### config.mk
export PLATFORM = sky130hd
export DESIGN_NAME = freq_meter_flat
export DESIGN_NICKNAME = d
export VERILOG_FILES = /design/src/rtl/freq_meter_pkg.sv /design/src/rtl/freq_meter_if.sv /design/src/rtl/freq_meter_sync_edge_det.sv /design/src/rtl/freq_meter.sv /design/src/flat_wrapper.sv
export SDC_FILE = /design/constraint.sdc
export NUM_CORES = 1
export LEC_CHECK = 0
export ABC_AREA = 1
export BUFFER_PORTS_ARGS = -buffer_cell sky130_fd_sc_hd__buf_4
export CAP_MARGIN = 20
export CORE_MARGIN = 8
export CORE_UTILIZATION = 40
export CTS_BUF_LIST = sky130_fd_sc_hd__clkbuf_2 sky130_fd_sc_hd__clkbuf_4 sky130_fd_sc_hd__clkbuf_8
export CTS_CLUSTER_SIZE = 10
export DETAILED_ROUTE_END_ITERATION = 12
export MAX_ROUTING_LAYER = met4
export PLACE_DENSITY = 0.55
export SLEW_MARGIN = 20
export SYNTH_ARGS = -nofsm -noshare
export SYNTH_HDL_FRONTEND = slang
export SYNTH_SLANG_ARGS = --single-unit
### constraint.sdc
create_clock -name clk_in -period 2.4 [get_ports clk_in]
set_input_delay 0.24 -clock clk_in [delete_from_list [all_inputs] [get_ports clk_in]]
set_output_delay 0.24 -clock clk_in [all_outputs]
set_load 0.02 [all_outputs]
### src/rtl/freq_meter_pkg.sv
// Shared types and constants for the gated-window frequency meter.
package freq_meter_pkg;

  typedef enum logic {
    IDLE    = 1'b0,
    MEASURE = 1'b1
  } state_t;

  // One-second window at the 50 MHz system clock.
  localparam int unsigned GATE_CYCLES_50MHZ = 50_000_000;

endpackage

### src/rtl/freq_meter_if.sv
// Control and result bundle between the frequency meter and its user.
interface freq_meter_if #(
  parameter int CNT_W = 32
);
  logic             en;
  logic             start;
  logic             sig_in;
  logic [CNT_W-1:0] freq_out;
  logic             valid;
  logic             busy;
  logic             overflow;

  modport master (
    output en, start, sig_in,
    input  freq_out, valid, busy, overflow
  );

  modport slave (
    input  en, start, sig_in,
    output freq_out, valid, busy, overflow
  );
endinterface

### src/rtl/freq_meter_sync_edge_det.sv
// Synchronizes an asynchronous input and flags its rising edges, with the
// first few cycles after reset masked so a level already high is not an edge.
module sync_edge_det #(
  parameter int SYNC_STAGES = 2
) (
  input  logic clk_in,
  input  logic rst_n,
  input  logic sig_in,
  output logic rise
);

  localparam int MASK_W = $clog2(SYNC_STAGES + 2);

  logic [SYNC_STAGES-1:0] sync_q;
  logic                   prev_q;
  logic [MASK_W-1:0]      mask_cnt;

  always_ff @(posedge clk_in or negedge rst_n) begin
    if (!rst_n) begin
      sync_q   <= '0;
      prev_q   <= 1'b0;
      mask_cnt <= MASK_W'(SYNC_STAGES + 1);
    end else begin
      sync_q <= {sync_q[SYNC_STAGES-2:0], sig_in};
      prev_q <= sync_q[SYNC_STAGES-1];
      if (mask_cnt != '0) mask_cnt <= mask_cnt - 1'b1;
    end
  end

  assign rise = sync_q[SYNC_STAGES-1] & ~prev_q & (mask_cnt == '0);

endmodule

### src/rtl/freq_meter.sv
// Gated-window frequency meter: counts sig_in rising edges over GATE_CYCLES clocks.
//   state   | meaning
//   IDLE    | counters cleared, waiting for en or start
//   MEASURE | window running; gate_cnt counts cycles, edge_cnt counts edges
module freq_meter
  import freq_meter_pkg::*;
#(
  parameter int unsigned GATE_CYCLES = GATE_CYCLES_50MHZ,
  parameter int          CNT_W       = 32,
  parameter int          SYNC_STAGES = 2
) (
  input logic        clk_in,
  input logic        rst_n,
  freq_meter_if.slave bus
);

  localparam int              GATE_W    = $clog2(GATE_CYCLES);
  localparam logic [GATE_W-1:0] GATE_LAST = GATE_W'(GATE_CYCLES - 1);

  state_t             state_q, state_d;
  logic [GATE_W-1:0]  gate_cnt;
  logic [CNT_W-1:0]   edge_cnt, edge_next;
  logic               sat_q, sat_next;
  logic               oneshot_q;
  logic               rise, done;
  logic [CNT_W-1:0]   freq_q;
  logic               valid_q, ovf_q;

  sync_edge_det #(.SYNC_STAGES(SYNC_STAGES)) u_sync (
    .clk_in (clk_in),
    .rst_n  (rst_n),
    .sig_in (bus.sig_in),
    .rise   (rise)
  );

  always_comb begin
    state_d   = state_q;
    done      = 1'b0;
    edge_next = (rise && !(&edge_cnt)) ? edge_cnt + 1'b1 : edge_cnt;
    sat_next  = sat_q | (rise & (&edge_cnt));
    case (state_q)
      IDLE: begin
        if (bus.en || bus.start) state_d = MEASURE;
      end
      MEASURE: begin
        // Completion wins over abort so a finished window is never discarded.
        if (gate_cnt == GATE_LAST) begin
          done    = 1'b1;
          state_d = bus.en ? MEASURE : IDLE;
        end else if (!bus.en && !oneshot_q) begin
          state_d = IDLE;
        end
      end
      default: state_d = IDLE;
    endcase
  end

  always_ff @(posedge clk_in or negedge rst_n) begin
    if (!rst_n) begin
      state_q   <= IDLE;
      gate_cnt  <= '0;
      edge_cnt  <= '0;
      sat_q     <= 1'b0;
      oneshot_q <= 1'b0;
      freq_q    <= '0;
      valid_q   <= 1'b0;
      ovf_q     <= 1'b0;
    end else begin
      state_q <= state_d;
      valid_q <= done;
      if (done) begin
        freq_q <= edge_next;
        ovf_q  <= sat_next;
      end
      if (state_q == MEASURE && !done) begin
        gate_cnt <= gate_cnt + 1'b1;
        edge_cnt <= edge_next;
        sat_q    <= sat_next;
      end else begin
        gate_cnt <= '0;
        edge_cnt <= '0;
        sat_q    <= 1'b0;
      end
      if (state_q == IDLE && state_d == MEASURE) oneshot_q <= !bus.en;
      else if (done)                             oneshot_q <= 1'b0;
    end
  end

  assign bus.freq_out = freq_q;
  assign bus.valid    = valid_q;
  assign bus.busy     = (state_q == MEASURE);
  assign bus.overflow = ovf_q;

endmodule

### src/flat_wrapper.sv
// flat-port wrapper written by rule: the top's interface ports become plain ports
module freq_meter_flat import freq_meter_pkg::*;
#(
  parameter int unsigned GATE_CYCLES = GATE_CYCLES_50MHZ,
  parameter int          CNT_W       = 32,
  parameter int          SYNC_STAGES = 2
)
  (clk_in, rst_n, bus_en, bus_start, bus_sig_in, bus_freq_out, bus_valid, bus_busy, bus_overflow);
  freq_meter_if #(.CNT_W(CNT_W)) bus_i ();
  input logic clk_in;
  input logic rst_n;
  input wire logic [$bits(bus_i.en)-1:0] bus_en;
  input wire logic [$bits(bus_i.start)-1:0] bus_start;
  input wire logic [$bits(bus_i.sig_in)-1:0] bus_sig_in;
  output wire logic [$bits(bus_i.freq_out)-1:0] bus_freq_out;
  output wire logic [$bits(bus_i.valid)-1:0] bus_valid;
  output wire logic [$bits(bus_i.busy)-1:0] bus_busy;
  output wire logic [$bits(bus_i.overflow)-1:0] bus_overflow;
  assign bus_i.en = bus_en;
  assign bus_i.start = bus_start;
  assign bus_i.sig_in = bus_sig_in;
  assign bus_freq_out = bus_i.freq_out;
  assign bus_valid = bus_i.valid;
  assign bus_busy = bus_i.busy;
  assign bus_overflow = bus_i.overflow;
  freq_meter #(.GATE_CYCLES(GATE_CYCLES), .CNT_W(CNT_W), .SYNC_STAGES(SYNC_STAGES)) u_core (.clk_in(clk_in), .rst_n(rst_n), .bus(bus_i));
endmodule
==> results.sh, run 1 <==
export IMPL_status="finished, final reports clean"
export IMPL_dp_hpwl_um=8757
export IMPL_gp_congestion=0.9130
export IMPL_setup_viol=0
export IMPL_p_per_area_nw_per_um2=545.6
export IMPL_reg2reg_depth=11
export IMPL_fin_worst_skew_ns=0.01618
export IMPL_crit_path_cell_trace="ha_1 -> inv_1 -> nor2_4 -> nand2_2 -> nor2_4 -> nand3_4 -> nand2_2 -> nand2_1 -> nand2_1 -> nand2_1 -> nand2_1"
export IMPL_cpMostUsedCell="nand2_1"
export IMPL_antenna_found_initial=0
export IMPL_wl_per_cell_um=12.85
export IMPL_min_from="bus_en"
export IMPL_p_leak_nw=2.869
export IMPL_synth_cells=726
export IMPL_diodes=0
export IMPL_critPathRequiredTime_ns=2.73
export IMPL_clock_path_buffers=2
export IMPL_grt_use_total_pct=16.12
export IMPL_cp_max_fo=20
export IMPL_min_path_type="in2reg"
export IMPL_timing_rr_start="u_core.edge_cnt[0]"
export IMPL_drt_iter0_drc=225
export IMPL_synthesis_nets=734
export IMPL_timing_critical_path_buf_inv=1
export IMPL_grt_first_pass_wirelength_um=21480
export IMPL_viasPerCell=4.700
export IMPL_core_area_um2=13090
export IMPL_io_buffers=39
export IMPL_placed_area_um2=5798
export IMPL_start_util_pct=40.34
export IMPL_post_cts_buffers=0
export IMPL_postRouteAntennaNets=0
export IMPL_rows=42
export IMPL_relSlewSlack_pct=67.61
export IMPL_pin_count=40
export IMPL_final_nets=776
export IMPL_crit_path_top_delay_cell="dfrtp_1"
export IMPL_cts_tree="built"
export IMPL_routed_via_count=4460
export IMPL_die_width_um=130.9
export IMPL_cap_violations=0
export IMPL_fin_crit_sh_pct=88.24
export IMPL_htreeDepth=3
export IMPL_holdPathStages=2
export IMPL_max_stage_delay_ns=0.41
export IMPL_tns_ns=0
export IMPL_min_to="u_core.oneshot_q"
export IMPL_drive_gt1_share_pct=10.61
export IMPL_layout_cells_non_filler=949
export IMPL_drt_first_pass_iters=4
export IMPL_rsz0062_at_grt="false"
export IMPL_netlist_area_um2=5279
export IMPL_avgSynthCellArea_um2=7.271
export IMPL_ys_seq_area_share_pct=47.45
export IMPL_clk_pin_slew_ns=0.10
export IMPL_drt_drc_violations_left=0
export IMPL_syn_to_final_growth_pct=14.48
export IMPL_dp_cells=931
export IMPL_synthDistinctLibCells=28
export IMPL_critical_path_class="reg2reg"
export IMPL_arrival_ns=2.45
export IMPL_synth_warnings=0
export IMPL_root_buffer="clkbuf_8"
export IMPL_critical_path_top_delay_family="simple AND/OR/NAND/NOR gates"
export IMPL_cts_sink_count=100
export IMPL_power_mw=3.298
export IMPL_fmax_mhz=472.2
export IMPL_utilization_pct=46.18
export IMPL_dp_slack_ns=0.3046
export IMPL_cp_start_kind="flop"
export IMPL_tightest_slew_ns=0.4822
export IMPL_cts_buffers=9
export IMPL_grt_remaining_overflow=0
export IMPL_r2r_slack_ns=0.28
export IMPL_ctsResizeCount=0
export IMPL_worstSkewPairLatency_ns=0.39
export IMPL_fp_dieArea_um2=17130
export IMPL_holdWs_ns=0.05085
export IMPL_finalMaxSlewViolations=0
export IMPL_wl_um=12190
export IMPL_period_minus_slack_ns=2.118
export IMPL_synth_seq_cells=100
export IMPL_fin_area_um2=6043
export IMPL_hold_viol_final=0
export IMPL_r2r_end="u_core.bus.freq_out[30]"
export IMPL_die_h_um=130.9
export IMPL_grt_max_degree=66
export IMPL_grt_pass1_vias=4484
export IMPL_endpoint_kind="flop"
export IMPL_setup_slack_ns=0.2823
export IMPL_vdd_drop_max_mv=0.3656
==> layer usage <==
metal	vias to the layer above	global-route usage (%)	routed length, µm
met5	-	-	0
met4	0	3.984	110
met3	9	4.018	447
met2	45	26.34	5837
met1	2075	19.64	5798
li1	2331	-	-
==> where the power goes <==
part	switching, mW	internal [mW]	total, mW
combinational	0.196	0.0870	0.283
clock	0.594	0.638	1.23
sequential	0.0475	1.73	1.78
==> cell type report <==
cell class              count  area [µm²]
fillers                  1341        7042
flip-flops and latches    100        2505
multi-input cells         539        2427
repair buffers             48       402.9
inverters                  70       262.8
well taps                 176       220.2
clock buffers              12       152.6
clock inverters             4       72.57
==> cells in the mapped netlist <==
library cell	number	area, µm²
a21oi_1	20	100.1
a31oi_1	1	6.260
and2_1	1	6.260
buf_2	16	80.08
buf_6	1	11.26
dfrtp_1	98	2452
dfstp_2	2	52.55
ha_1	3	37.54
inv_1	68	255.2
inv_2	2	7.510
nand2_1	268	1006
nand2_2	3	18.77
nand3_1	54	270.3
nand3_2	1	10.01
nand3_4	1	17.52
nand4_1	8	50.05
nor2_1	112	420.4
nor2_2	5	31.28
nor2_4	2	22.52
nor3_1	21	105.1
nor3_4	1	16.27
o21ai_0	3	15.01
o21ai_1	4	20.02
o21ai_2	2	17.52
o22ai_1	1	6.260
or2_2	1	6.260
xnor2_1	16	140.1
xor2_1	11	96.34
==> logic make-up (layout without fill, tap and decap cells) <==
logic type | after synthesis | in the layout | share of synthesized area [%]
xor+xnor | 27 | 27 | 4.480
flops | 100 | 100 | 47.45
simple gates | 478 | 478 | 37.52
buf+inv | 87 | 134 | 6.708
fa+ha+maj | 3 | 3 | 0.7111
compound gates | 31 | 31 | 3.129
==> flip-flops by register name, indices dropped and copies added, names as in the netlist <==
register                flops
u_core.u_sync.mask_cnt      2
u_core.u_sync.sync_q        2
u_core.oneshot_q            1
u_core.u_sync.prev_q        1
u_core.bus.freq_out        32
u_core.bus.valid            1
u_core.gate_cnt            26
u_core.bus.overflow         1
u_core.bus.busy             1
u_core.edge_cnt            32
u_core.sat_q                1
==> cell usage in the layout, fill, tap and decap left out <==
master | Yosys | routed
a21oi_1 | 20 | 20
a31oi_1 | 1 | 1
and2_1 | 1 | 1
buf_12 | 0 | 3
buf_4 | 0 | 43
bufinv_16 | 0 | 2
clkbuf_4 | 0 | 2
clkbuf_8 | 0 | 10
clkinv_2 | 0 | 1
clkinvlp_4 | 0 | 1
dfrtp_1 | 98 | 98
dfstp_2 | 2 | 2
dlygate4sd3_1 | 0 | 2
ha_1 | 3 | 3
inv_1 | 68 | 68
inv_2 | 2 | 2
nand2_1 | 268 | 268
nand2_2 | 3 | 3
nand3_1 | 54 | 54
nand3_2 | 1 | 1
nand3_4 | 1 | 1
nand4_1 | 8 | 8
nor2_1 | 112 | 112
nor2_2 | 5 | 5
nor2_4 | 2 | 2
nor3_1 | 21 | 21
nor3_4 | 1 | 1
o21ai_0 | 3 | 3
o21ai_1 | 4 | 4
o21ai_2 | 2 | 1
o21ai_4 | 0 | 1
o22ai_1 | 1 | 1
or2_2 | 1 | 1
xnor2_1 | 16 | 16
xor2_1 | 11 | 11
==> what timing repair did <==
| item | 4_1_cts | 5_1_grt |
|---|---|---|
| hold buffers | 2 | 0 |
| endpoints found under the hold margin | 36 | 0 |
| endpoints found under the setup margin | 0 | 0 |
==> worst max path at each step <==
stage	start	end	slack (ns)	cells past startpoint
after global routing	u_core.edge_cnt[0]	u_core.bus.freq_out[30]	0.06	11
after detailed placement	u_core.edge_cnt[0]	u_core.bus.freq_out[1]	0.30	10
after CTS	u_core.edge_cnt[0]	u_core.bus.freq_out[1]	0.29	10
final	u_core.edge_cnt[0]	u_core.bus.freq_out[30]	0.28	11
after global placement	u_core.edge_cnt[0]	u_core.bus.freq_out[30]	0.41	11
after floorplan	u_core.edge_cnt[0]	u_core.bus.freq_out[0]	0.68	10
No activity file was read; power rests on OpenSTA's default activity.
==> inputs of run 2 (changes only) <==
- CORE_MARGIN: 8 -> not set
==> run 2 against run 1 <==
  * Routed wire length increased by 1.9%
  * First-iteration DRC count increased by 12%
  * Setup slack improved by 0.024 ns
  * Clock skew increased by 0.0041 ns
  * Final area decreased by 0.31%
  * Largest power group unchanged
  * Highest routed layer unchanged
==> results.sh, run 2 (same netlist as run 1, synthesis figures left out) <==
export IMPL_status="finished, final reports clean"
export IMPL_io_buffers=39
export IMPL_r2r_end="u_core.sat_q"
export IMPL_hold_viol_final=0
export IMPL_placed_area_um2=5822
export IMPL_htreeDepth=3
export IMPL_wl_per_cell_um=13.07
export IMPL_cts_sink_count=100
export IMPL_diodes=0
export IMPL_power_mw=3.119
export IMPL_period_minus_slack_ns=2.094
export IMPL_arrival_ns=2.36
export IMPL_gp_congestion=0.8695
export IMPL_clk_pin_slew_ns=0.09
export IMPL_clock_path_buffers=2
export IMPL_wl_um=12420
export IMPL_start_util_pct=41.49
export IMPL_drive_gt1_share_pct=11.31
export IMPL_grt_first_pass_wirelength_um=21510
export IMPL_drt_iter0_drc=253
export IMPL_timing_rr_start="u_core.gate_cnt[0]"
export IMPL_fin_crit_sh_pct=87.25
export IMPL_setup_viol=0
export IMPL_crit_end="u_core.sat_q"
export IMPL_r2r_slack_ns=0.31
export IMPL_viasPerCell=4.780
export IMPL_mostFrequentLayoutCells="nand2_1 (268), nor2_1 (112), dfrtp_1 (98)"
export IMPL_cap_violations=0
export IMPL_critPathRequiredTime_ns=2.67
export IMPL_rows=41
export IMPL_cts_tree="built"
export IMPL_final_nets=781
export IMPL_die_h_um=116.9
export IMPL_layout_cells_non_filler=950
export IMPL_vdd_drop_max_mv=0.3367
export IMPL_critical_path_class="reg2reg"
export IMPL_cp_max_fo=16
export IMPL_post_cts_buffers=0
export IMPL_root_buffer="clkbuf_8"
export IMPL_fillCellCount=1357
export IMPL_dp_cells=932
export IMPL_crit_path_top_delay_cell="dfrtp_1"
export IMPL_worstSkewPairLatency_ns=0.39
export IMPL_fin_worst_skew_ns=0.02032
export IMPL_p_per_area_nw_per_um2=517.8
export IMPL_grt_remaining_overflow=0
export IMPL_dp_hpwl_um=9162
export IMPL_crit_path_start="u_core.gate_cnt[0]"
export IMPL_tns_ns=0
export IMPL_postRouteAntennaNets=0
export IMPL_pin_count=40
export IMPL_relSlewSlack_pct=57.38
export IMPL_fp_dieArea_um2=13660
export IMPL_reg2reg_depth=9
export IMPL_endpoint_kind="flop"
export IMPL_crit_path_cell_trace="ha_1 -> nand2_1 -> inv_1 -> nand2_1 -> inv_1 -> nand3_2 -> o21ai_4 -> buf_4 -> nor2_1"
export IMPL_final_common_cell="nand2_1"
export IMPL_drt_drc_violations_left=0
export IMPL_tightest_slew_ns=0.6392
export IMPL_cts_buffers=9
export IMPL_grt_pass1_vias=4486
export IMPL_fin_area_um2=6025
export IMPL_die_width_um=116.9
export IMPL_max_stage_delay_ns=0.38
export IMPL_antenna_found_initial=0
export IMPL_drt_first_pass_iters=4
export IMPL_routed_via_count=4541
export IMPL_grt_use_total_pct=21.26
export IMPL_syn_to_final_growth_pct=14.13
export IMPL_fmax_mhz=477.5
export IMPL_finalMaxSlewViolations=0
export IMPL_p_leak_nw=2.863
export IMPL_cp_start_kind="flop"
export IMPL_min_path_type="in2reg"
export IMPL_rsz0062_at_grt="false"
export IMPL_core_area_um2=12720
export IMPL_grt_max_degree=45
==> run 2: cell count changes in the layout (fill, tap and decap cells not counted), sizes merged <==
cell | previous run | this run
clkinvlp | 1 | 3
clkbuf | 12 | 13
buf | 46 | 51
bufinv | 2 | 0
clkinv | 1 | 0
==> run 2: how the worst min path moves through the flow <==
stage          startpoint                 endpoint  slack (ns)  cells after the start
6_report           bus_en         u_core.oneshot_q        0.06                      2
5_1_grt            bus_en         u_core.oneshot_q        0.05                      2
4_1_cts            bus_en         u_core.oneshot_q        0.04                      2
3_5_place_dp        rst_n  u_core.bus.freq_out[13]        0.25                      1
3_3_place_gp        rst_n  u_core.bus.freq_out[13]        0.25                      1
2_1_floorplan       rst_n          u_core.bus.busy       -0.06                      0
==> run 2: routing by layer <==
layer | wire length (µm) | GRT usage [%] | up-vias
met1 | 6146 | 27.64 | 2128
met5 | 0 | - | -
met2 | 5695 | 33.93 | 61
met3 | 445 | 4.943 | 11
li1 | - | - | 2341
met4 | 133 | 4.557 | 0
==> run 2: cell type report <==
class                      instances  area (µm²)  area share (%)
clock buffer                      13       160.2           2.658
clock inverter                     3       22.52          0.3738
inverter                          70       262.8           4.361
multi-input combinational        539        2431           40.35
sequential                       100        2505           41.58
tap                              172       215.2           3.572
timing repair buffer              53       427.9           7.103
==> run 2: critical path: cells and delay by family, from the launching register on <==
family	cells	cell delay [ns]
AO/OA/AOI/OAI	1	0.38
adder cells (fa/ha/maj)	1	0.24
buffers and inverters	3	0.53
flip-flops	1	0.38
AND/OR/NAND/NOR	4	0.44
==> run 2: report_power, final <==
group / switching [mW] / internal, mW
clock network: 0.592 / 0.441
registers: 0.0477 / 1.73
logic: 0.206 / 0.0985
==> run 2: per-stage QoR <==
stage	hold slack (ns)	worst slack, ns	util (%)
finish	0.05611	0.3059	47.35
CTS	0.04227	0.2649	47.35
detailed placement	0.2536	0.2891	45.76
global placement	0.2473	0.07284	45.73
global route	0.05374	0.07873	47.35
floorplan	-0.05559	0.6781	-
==> run 2: repair_timing <==
item                      in CTS  in global routing
hold buffers                   2                  0
hold endpoints to repair      35                  0
gates resized for setup        0                  0
==> inputs of run 3 (changes only) <==
- RECOVER_POWER: not set -> 100
==> run 3 against run 2 <==
  * Worst hold slack improved by 0.0051 ns
  * Via count barely moved
  * Critical path depth stayed put
  * Clock skew fell by 0.0010 ns
  * Global-route usage is the same
  * Die area is the same
  * Clock-buffer cell count is the same
  * Sequential share of layout area is 1.1 points higher
  * Routed wire length is essentially flat
  * Setup slack lost 0.0038 ns
==> results.sh, run 3 (same netlist as run 1, synthesis figures left out) <==
export IMPL_cap_violations=0
export IMPL_rsz0062_at_grt="false"
export IMPL_fillCellCount=1402
export IMPL_min_path_type="in2reg"
export IMPL_final_nets=781
export IMPL_syn_to_final_growth_pct=11.12
export IMPL_antenna_found_initial=0
export IMPL_setup_viol=0
export IMPL_pin_count=40
export IMPL_die_h_um=116.9
export IMPL_cts_buffers=9
export IMPL_drt_iter0_drc=207
export IMPL_p_per_area_nw_per_um2=529.3
export IMPL_routed_via_count=4538
export IMPL_die_width_um=116.9
export IMPL_ctsResizeCount=0
export IMPL_endpoint_kind="flop"
export IMPL_status="finished, final reports clean"
export IMPL_relSlewSlack_pct=36.65
export IMPL_diodes=0
export IMPL_fin_area_um2=5866
export IMPL_cp_start_kind="flop"
export IMPL_hold_buffers=2
export IMPL_cts_tree="built"
export IMPL_cp_max_fo=11
export IMPL_post_cts_buffers=0
export IMPL_fp_dieArea_um2=13660
export IMPL_arrival_ns=2.36
export IMPL_drt_drc_violations_left=0
export IMPL_core_area_um2=12720
export IMPL_p_leak_nw=2.705
export IMPL_critical_path_class="reg2reg"
export IMPL_start_util_pct=41.49
export IMPL_tightest_slew_ns=0.9503
export IMPL_tns_ns=0
export IMPL_drive_gt1_share_pct=6.555
export IMPL_clk_pin_slew_ns=0.09
export IMPL_grt_pass1_vias=4486
export IMPL_dp_hpwl_um=9162
export IMPL_gp_congestion=0.8695
export IMPL_mostFrequentLayoutCells="nand2_1 (269), nor2_1 (112), dfrtp_1 (98)"
export IMPL_finalMaxSlewViolations=0
export IMPL_m1WireLength_um=6104
export IMPL_wl_met3_um=507
export IMPL_worstSkewPairLatency_ns=0.39
export IMPL_viasPerCell=4.777
export IMPL_final_common_cell="nand2_1"
export IMPL_fmax_mhz=476.7
export IMPL_period_minus_slack_ns=2.098
export IMPL_cts_sink_count=100
export IMPL_postRouteAntennaNets=0
export IMPL_highest_layer="met4"
export IMPL_grt_max_degree=45
export IMPL_placed_area_um2=5822
export IMPL_root_buffer="clkbuf_8"
export IMPL_fin_worst_skew_ns=0.01930
export IMPL_critPathRequiredTime_ns=2.66
export IMPL_clock_path_buffers=2
export IMPL_io_buffers=39
export IMPL_fin_crit_sh_pct=87.41
export IMPL_wl_per_cell_um=13.08
export IMPL_vdd_drop_max_mv=0.3354
export IMPL_wl_um=12420
export IMPL_rows=41
export IMPL_hold_viol_final=0
export IMPL_grt_use_total_pct=21.26
export IMPL_dr_wl_met2_um=5691
export IMPL_grt_first_pass_wirelength_um=21510
export IMPL_drt_first_pass_iters=5
export IMPL_grt_remaining_overflow=0
export IMPL_htreeDepth=3
## run 3: changes by cell type in the layout (fill, tap and decap cells not counted), sizes merged
cell / change
buf: -42
clkbuf: +42
## run 3: cell type report
| type | count | area (µm²) | area share (%) |
|---|---|---|---|
| Inverter | 70 | 262.8 | 4.480 |
| Tap cell | 172 | 215.2 | 3.669 |
| Timing Repair Buffer | 53 | 271.5 | 4.629 |
| Clock buffer | 13 | 160.2 | 2.730 |
| Sequential cell | 100 | 2505 | 42.70 |
| Clock inverter | 3 | 22.52 | 0.3840 |
| Multi-Input combinational cell | 539 | 2429 | 41.40 |
## run 3: path summary, 6_finish.rpt
kind | from | to | slack [ns] | cells past startpoint
setup reg to reg | u_core.gate_cnt[0] | u_core.gate_cnt[21] | 0.30 | 9
hold reg to reg | u_core.u_sync.sync_q[0] | u_core.u_sync.sync_q[1] | 0.36 | 0
setup / recovery | u_core.gate_cnt[0] | u_core.gate_cnt[21] | 0.30 | 9
max in group asynchronous | rst_n | u_core.edge_cnt[25] | 0.64 | 3
hold / removal | bus_en | u_core.oneshot_q | 0.06 | 2
min in group asynchronous | rst_n | u_core.bus.freq_out[13] | 0.52 | 2
## run 3: metal layers
layer  vias up  track usage [%]
met2        76            33.93
li1       2338                -
met3         8            4.943
met1      2116            27.64
met4         0            4.557
met5         -                -
## run 3: per-stage QoR
step,hold slack [ns],std cells,power (mW),util (%),worst slack [ns]
2_1_floorplan,-0.05559,726,1.987,-,0.6781
5_1_grt,0.05377,950,3.267,46.11,0.04965
4_1_cts,0.04227,950,3.169,47.35,0.2649
3_3_place_gp,0.2473,932,2.123,45.73,0.07284
6_report,0.06120,950,3.105,46.11,0.3021
3_5_place_dp,0.2536,932,2.127,45.76,0.2891
## run 3: critical path, stage by stage (launching register included)
cell	delay, ns
dfrtp_1	0.38
ha_1	0.24
nand2_1	0.11
inv_1	0.09
nand2_1	0.10
inv_1	0.13
nand3_2	0.15
o21ai_4	0.37
clkbuf_2	0.32
nor3_1	0.08
## run 3: where the power goes
group          internal (mW)  switching (mW)  leakage [nW]
registers               1.73          0.0475          1.37
clock network          0.441           0.588        0.0861
logic                 0.0893           0.204          1.25
total                   2.26           0.840          2.71
